--- config.mk ---
export PLATFORM = sky130hd
export DESIGN_NAME = bit_serial_adder_ctrl
export DESIGN_NICKNAME = d
export VERILOG_FILES = /design/src/rtl/bit_serial_add_pkg.sv /design/src/rtl/full_adder.sv /design/src/rtl/bit_serial_adder_ctrl.sv
export SDC_FILE = /design/constraint.sdc
export NUM_CORES = 1
export LEC_CHECK = 0
export BUFFER_PORTS_ARGS = -buffer_cell sky130_fd_sc_hd__buf_2
export CORE_MARGIN = 3
export CORE_UTILIZATION = 40
export CTS_BUF_LIST = sky130_fd_sc_hd__clkbuf_8
export CTS_CLUSTER_DIAMETER = 100
export DETAILED_ROUTE_END_ITERATION = 10
export PLACE_DENSITY_LB_ADDON = 0.12
export SYNTH_ARGS = -nofsm -noshare
export SYNTH_HDL_FRONTEND = slang
export SYNTH_SLANG_ARGS = --single-unit
export TNS_END_PERCENT = 5
--- constraint.sdc ---
create_clock -name clk -period 2.7 [get_ports clk]
set_input_delay 0.81 -clock clk [delete_from_list [all_inputs] [get_ports clk]]
set_output_delay 0.81 -clock clk [all_outputs]
set_load 0.01 [all_outputs]
--- src/rtl/bit_serial_add_pkg.sv ---
// Shared types and helpers for the bit-serial adder controller.
// The optional overflow output is enabled with BIT_SERIAL_ADD_OVF_EN.
package bit_serial_add_pkg;

  typedef enum logic [1:0] {
    IDLE = 2'd0,
    RUN  = 2'd1,
    DONE = 2'd2
  } bsa_state_t;

  // Counter width able to hold 0..WIDTH.
  function automatic int cnt_w(input int width);
    return $clog2(width + 1);
  endfunction

endpackage

--- src/rtl/full_adder.sv ---
// Single-bit full adder cell: a + b + ci -> {co, sum}.
module full_adder (
  input  logic a,
  input  logic b,
  input  logic ci,
  output logic sum,
  output logic co
);

  assign sum = a ^ b ^ ci;
  assign co  = (a & b) | (ci & (a ^ b));

endmodule

--- src/rtl/bit_serial_adder_ctrl.sv ---
// Adds two WIDTH-bit operands LSB first through one full_adder over WIDTH RUN cycles.
// Define BIT_SERIAL_ADD_OVF_EN to add the signed-overflow output m_ovf.
module bit_serial_adder_ctrl
  import bit_serial_add_pkg::*;
#(
  parameter int WIDTH = 8
) (
  input  logic             clk,
  input  logic             rst,
  input  logic             s_valid,
  output logic             s_ready,
  input  logic [WIDTH-1:0] s_a,
  input  logic [WIDTH-1:0] s_b,
  input  logic             s_ci,
  output logic             m_valid,
  input  logic             m_ready,
  output logic [WIDTH-1:0] m_sum,
  output logic             m_co,
`ifdef BIT_SERIAL_ADD_OVF_EN
  output logic             m_ovf,
`endif
  output logic             busy
);

  // Handshake: a transfer happens on a rising edge where valid and ready are both high;
  // s_ready is high only in IDLE and out of reset, m_valid only in DONE.

  localparam int CW = cnt_w(WIDTH);
  localparam logic [CW-1:0] LAST = CW'(WIDTH - 1);

  bsa_state_t       state_q, state_d;
  logic [CW-1:0]    cnt_q, cnt_d;
  logic [WIDTH-1:0] a_sh_q, a_sh_d;
  logic [WIDTH-1:0] b_sh_q, b_sh_d;
  logic [WIDTH-1:0] sum_sh_q, sum_sh_d;
  logic [WIDTH-1:0] m_sum_q, m_sum_d;
  logic             carry_q, carry_d;
  logic             m_co_q, m_co_d;
  logic             ovf_q, ovf_d;
  logic             fa_sum, fa_co;

  full_adder u_fa (
    .a   (a_sh_q[0]),
    .b   (b_sh_q[0]),
    .ci  (carry_q),
    .sum (fa_sum),
    .co  (fa_co)
  );

  always_comb begin
    state_d  = state_q;
    cnt_d    = cnt_q;
    a_sh_d   = a_sh_q;
    b_sh_d   = b_sh_q;
    sum_sh_d = sum_sh_q;
    carry_d  = carry_q;
    m_sum_d  = m_sum_q;
    m_co_d   = m_co_q;
    ovf_d    = ovf_q;
    case (state_q)
      IDLE: begin
        if (s_valid) begin
          a_sh_d  = s_a;
          b_sh_d  = s_b;
          carry_d = s_ci;
          cnt_d   = '0;
          state_d = RUN;
        end
      end
      RUN: begin
        a_sh_d              = a_sh_q >> 1;
        b_sh_d              = b_sh_q >> 1;
        sum_sh_d            = sum_sh_q >> 1;
        sum_sh_d[WIDTH-1]   = fa_sum;
        carry_d             = fa_co;
        cnt_d               = cnt_q + CW'(1);
        if (cnt_q == LAST) begin
          // On the last bit carry_q is the carry into the MSB.
          m_sum_d = sum_sh_d;
          m_co_d  = fa_co;
          ovf_d   = carry_q ^ fa_co;
          state_d = DONE;
        end
      end
      DONE: begin
        if (m_ready) state_d = IDLE;
      end
      default: state_d = IDLE;
    endcase
  end

  always_ff @(posedge clk) begin
    if (rst) begin
      state_q  <= IDLE;
      cnt_q    <= '0;
      a_sh_q   <= '0;
      b_sh_q   <= '0;
      sum_sh_q <= '0;
      carry_q  <= 1'b0;
      m_sum_q  <= '0;
      m_co_q   <= 1'b0;
      ovf_q    <= 1'b0;
    end else begin
      state_q  <= state_d;
      cnt_q    <= cnt_d;
      a_sh_q   <= a_sh_d;
      b_sh_q   <= b_sh_d;
      sum_sh_q <= sum_sh_d;
      carry_q  <= carry_d;
      m_sum_q  <= m_sum_d;
      m_co_q   <= m_co_d;
      ovf_q    <= ovf_d;
    end
  end

  assign s_ready = (state_q == IDLE) & ~rst;
  assign m_valid = (state_q == DONE);
  assign busy    = (state_q != IDLE);
  assign m_sum   = m_sum_q;
  assign m_co    = m_co_q;
`ifdef BIT_SERIAL_ADD_OVF_EN
  assign m_ovf   = ovf_q;
`else
  logic unused_ovf;
  assign unused_ovf = ovf_q;
`endif

endmodule

* Word level (Yosys, flattened, before mapping) *
Index checks and enable logic that the tools add are counted.

storage, ports and cells
  bits of input ports = 21
  logic and storage cells = 40
  flip-flop bits (word level) = 40
  output and inout port bits = 12

operators by class
  multiplexer cells = 12
  bitwise logic cells = 7
  reduce and logical (&&, ||, !) cells = 6
  equal/unequal tests = 6
  $add $sub $neg = 1

operator list
  kind                                                             number
  8-bit one-hot mux with 2 select lines                            2
  8-bit 2-to-1 mux                                                 2
  4-bit one-hot mux with 2 select lines                            1
  2-bit 2-to-1 mux                                                 3
  2-bit one-hot mux with 3 select lines                            1
  4-bit by 1-bit adder with 4-bit output, second input constant    1
  4-bit by 3-bit == test with 1-bit output, second input constant  1
  4-bit 2-to-1 mux                                                 1
  2-bit != test, second input constant                             2
  2-bit AND reduction                                              2
  2-bit nonzero test                                               2
  1-bit bitwise AND                                                3
  3-bit AND reduction                                              1
  2-bit by 1-bit == test with 1-bit output, second input constant  1
  2-bit == test, second input constant                             1
  2-bit logical NOT                                                1
  2-bit by 1-bit != test with 1-bit output, second input constant  1
  1-bit one-hot mux with 2 select lines                            1
  1-bit bitwise XOR                                                2
  1-bit 2-to-1 mux                                                 1
  1-bit NOT                                                        1
  1-bit bitwise OR                                                 1

* Depth between registers and ports, before layout *
  depth after elaboration = 4
  gate-level depth with buffers = 6
  gate-level depth less buffers = 4

* Cells and area by module *
A second synthesis with hierarchy kept.

unflattened totals
  cell total of the unflattened synthesis = 198
  area, all modules = 1,754.2 sq um

by module, submodules not included
  module                 sequential area each (sq um)  instances  cells each  area an instance (sq um)
  bit_serial_adder_ctrl  780.7                         1          197         1,734.2
  full_adder             0.0                           1          1           20.0

* Worst setup path after synthesis *
No wires, ideal clock.

  path type = input port to output port
  from = input port rst
  to = output port s_ready
  data arrival time = 1,183 ps
  buffers on the path = 1
  slack = 707 ps
  required time = 1,890 ps
  cell stages on the path = 2
  path through = clkbuf_1 -> nor2_1

on the way
  longest elaborated chain between the ends = 2

ends and longest elaborated chain
  element            RTL line                      text
  start, declared    bit_serial_adder_ctrl.sv:9    input logic rst,
  1-bit NOT          bit_serial_adder_ctrl.sv:116  assign s_ready = (state_q == IDLE) & ~rst;
  1-bit bitwise AND  bit_serial_adder_ctrl.sv:116
  end, declared      bit_serial_adder_ctrl.sv:11   output logic s_ready,

Every way passes these cells.

* Worst setup path in the final report *
  from = register state_q[0]
  to = output port s_ready

on the way
  longest elaborated chain between the ends = 2

ends and longest elaborated chain
  element                 RTL line                      text
  start, declared         bit_serial_adder_ctrl.sv:31   bsa_state_t state_q, state_d;
  start signal, assigned  bit_serial_adder_ctrl.sv:104  state_q <= state_d;
  2-bit logical NOT       bit_serial_adder_ctrl.sv:116
  1-bit bitwise AND       bit_serial_adder_ctrl.sv:116

Every way passes these cells.

==> run metrics <==
TritonCTS clock tree=built; most used cells in the layout excluding fill and tap cells=sky130_fd_sc_hd__dfxtp_1, sky130_fd_sc_hd__buf_2, sky130_fd_sc_hd__nor2_1; DRT antenna net count=0; Hold WC Path Type=reg2reg; period utilisation layout=80.6%; register bit count reported by yosys=39; RSZ-0062 raised after global routing=false; Internal Dissipation=1.02 mW; leading register cell type out of synthesis=sky130_fd_sc_hd__dfxtp_1; maximum level of the CTS H-tree=2; Layout Utilization=50.4%; count of routing violations after the opening detailed-route iteration=177; synthesized area=0.00167 mm2; Fin Clk Skew=9.93 ps; Post-layout nets=240; delay of the slowest cell on the worst path=400 ps; area growth from synthesis to layout=16.0%; Min Clock Period, post-route=2180 ps; crit end category=output port; IO Port Bufs=32; row count=22; effective utilization at floorplan=43.4%; worst path bufs/invs=3; maximum number of pins on one net before global-route repair=40; non-filler cells in the finished layout=266; area share of the leading cell type in the synthesized netlist=46.7%; I/O Pins=33; setup TNS=0 ps; fraction of registers with async set or reset after synthesis=0%; global-route wire length before repair=6.51 mm; WL/cell=14.4 um; Final Worst Setup Slack=523 ps; pwr dens=674 mW/mm2; cell type with the largest total area after synthesis=sky130_fd_sc_hd__dfxtp_1; fraction of power consumed by combinational cells=9.3%; Resize count post-CTS=0; number of antenna violations at the first check in global routing=0; clock slew seen by the registers of the worst setup and hold paths=80 ps; Core Footprint=0.00385 mm2; max_slew headroom=60.6%; cell types occupying the most area after synthesis=sky130_fd_sc_hd__dfxtp_1, sky130_fd_sc_hd__a211oi_1, sky130_fd_sc_hd__nor2_1; ordered list of cells on the worst path=buf_4 > nor2_1 > inv_1 > nor2_1 > buf_2; P_sw=0.292 mW; most used cell along the critical path=sky130_fd_sc_hd__nor2_1; area enclosed by the die boundary=0.00499 mm2; final hold violation count=0; via count of the first global-routing pass=1,434; worst vdd ir=476 uV; final-layout fill cell count=387; routability-driven placement congestion ratio=0.801; required time of the critical path=1890 ps; switching fraction of total power=22.3%; Root Buffer Master=sky130_fd_sc_hd__clkbuf_8; Die Wd=70.7 um; post-CTS setup-driven buffer insertion count=0; proportion of power drawn by flip-flops and latches=47.3%; vias after detailed routing=1,457; largest delay contributor family on the critical path=buffers and inverters; grt total ovfl=0; number of library cell types mapped by synthesis=29; synthesized netlist cell count=193; DRC violations left=0; Avg Vias per Cell=5.48; dpl cells=258; warnings from Yosys=0; CP Data Arrival Time=1370 ps; sequential element share of the synthesized area=46.7%; die span in y=70.7 um; final number of max-transition violations=0; total chip power=1.31 mW; most frequent standard cell in the layout excluding fill and tap cells=sky130_fd_sc_hd__dfxtp_1; Worst Path Max Fanout=13; maximum buffer depth of the clock tree=2; global routing usage summed across all routing layers=15.9%; CTS Hold Bufs=0; Synth Area per Inst=8.67 um2; critical-path cell with the highest stage delay=sky130_fd_sc_hd__dfxtp_1; fraction of layout instances using a drive strength above 1=19.7%; worst setup path class=reg2out; share of total power in the clock network=43.4%; kind of start point of the critical path=register; syn_nets=216; antenna fix cells=0; worst setup slack after placement=728 ps; Detail Placement HPWL=2.58 mm; clock latency of the later-clocked register in the worst-skew pair=290 ps; Slew @ Worst Pin=591 ps; max-capacitance violation count=0; count of clock tree sinks=39; number of iterations in the first detailed-routing pass=4; Total Routed Length=3.82 mm; number of flops mapped to enable cells by yosys=0; Num CTS Buffers=5; max frequency=0.459 GHz; total of endpoints with negative setup slack in the final report=0; status=complete, no violations; leakage power of the design=0.757 nW
-- Yosys cell counts, types with 2 or more instances --
cell type	number
sky130_fd_sc_hd__a211oi_1	16
sky130_fd_sc_hd__a21oi_1	17
sky130_fd_sc_hd__a22oi_1	2
sky130_fd_sc_hd__a32oi_1	2
sky130_fd_sc_hd__buf_2	5
sky130_fd_sc_hd__buf_4	4
sky130_fd_sc_hd__buf_6	2
sky130_fd_sc_hd__clkbuf_1	6
sky130_fd_sc_hd__dfxtp_1	39
sky130_fd_sc_hd__inv_1	4
sky130_fd_sc_hd__nand2_1	19
sky130_fd_sc_hd__nand3_1	11
sky130_fd_sc_hd__nor2_1	29
sky130_fd_sc_hd__o22ai_1	8
sky130_fd_sc_hd__o2bb2ai_1	7
sky130_fd_sc_hd__o31ai_1	9
-- layout make-up --
type                    instances  area (um2)  area share (%)
clock buffers                   5        68.8            3.55
clock inverters                 3        63.8            3.29
inverters                       4        15.0           0.774
flip-flops and latches         39         781            40.2
multi-input cells             133         777            40.0
well taps                      48        60.1            3.09
repair buffers                 34         175            9.03
-- worst paths after layout --
check,start,endpoint,slack [ps],depth (start not counted)
worst min-delay path,sum_sh_q[1],sum_sh_q[1],470,2
worst max-delay path,state_q[0],s_ready,520,5
worst max register to register,state_q[0],m_sum[0],1050,4
worst min register to register,sum_sh_q[1],sum_sh_q[1],470,2
-- flip-flops by register name, summed over array words and instances, names as in the netlist --
register,flops
a_sh_q,8
b_sh_q,8
carry_q,1
cnt_q,4
m_co,1
m_sum,8
state_q,2
sum_sh_q,7
-- worst min-delay path, stage by stage, from the launching register on --
cell                      delay [ps]
sky130_fd_sc_hd__dfxtp_1         310
sky130_fd_sc_hd__nand2_1          50
sky130_fd_sc_hd__a21oi_1          50
-- power by group through the flow --
stage          sequential (mW)  clock (mW)  combinational, mW
2_1_floorplan            0.627           0             0.0972
3_3_place_gp             0.631           0              0.117
3_5_place_dp             0.633           0              0.121
4_1_cts                  0.620       0.576              0.121
5_1_grt                  0.623       0.596              0.138
6_report                 0.620       0.568              0.121
-- kinds of logic (layout without fill, tap and decap cells) --
family / after synthesis / in the layout / share of synthesized area [%]
adders and majority gates: 2 / 2 / 1.94
AOI/OAI and AO/OA: 65 / 65 / 26.9
buffers and inverters: 21 / 46 / 6.88
muxes: 1 / 1 / 0.598
and+or+nand+nor: 65 / 65 / 17.0
DFF: 39 / 39 / 46.7
-- through the flow --
step | hold slack, ps | instance area (um2)
finish | 466 | 1940
global route | 479 | 1940
CTS | 464 | 1940
detailed placement | 454 | 1810
global placement | 443 | 1810
floorplan | 437 | 1670
-- per-layer routing --
layer	wire length, um	GRT usage, %
met2	1700	24.1
met5	0	0
met4	66	6.89
met3	190	4.12
met1	1870	21.5
Note: power is estimated with default switching activity, not from simulation.
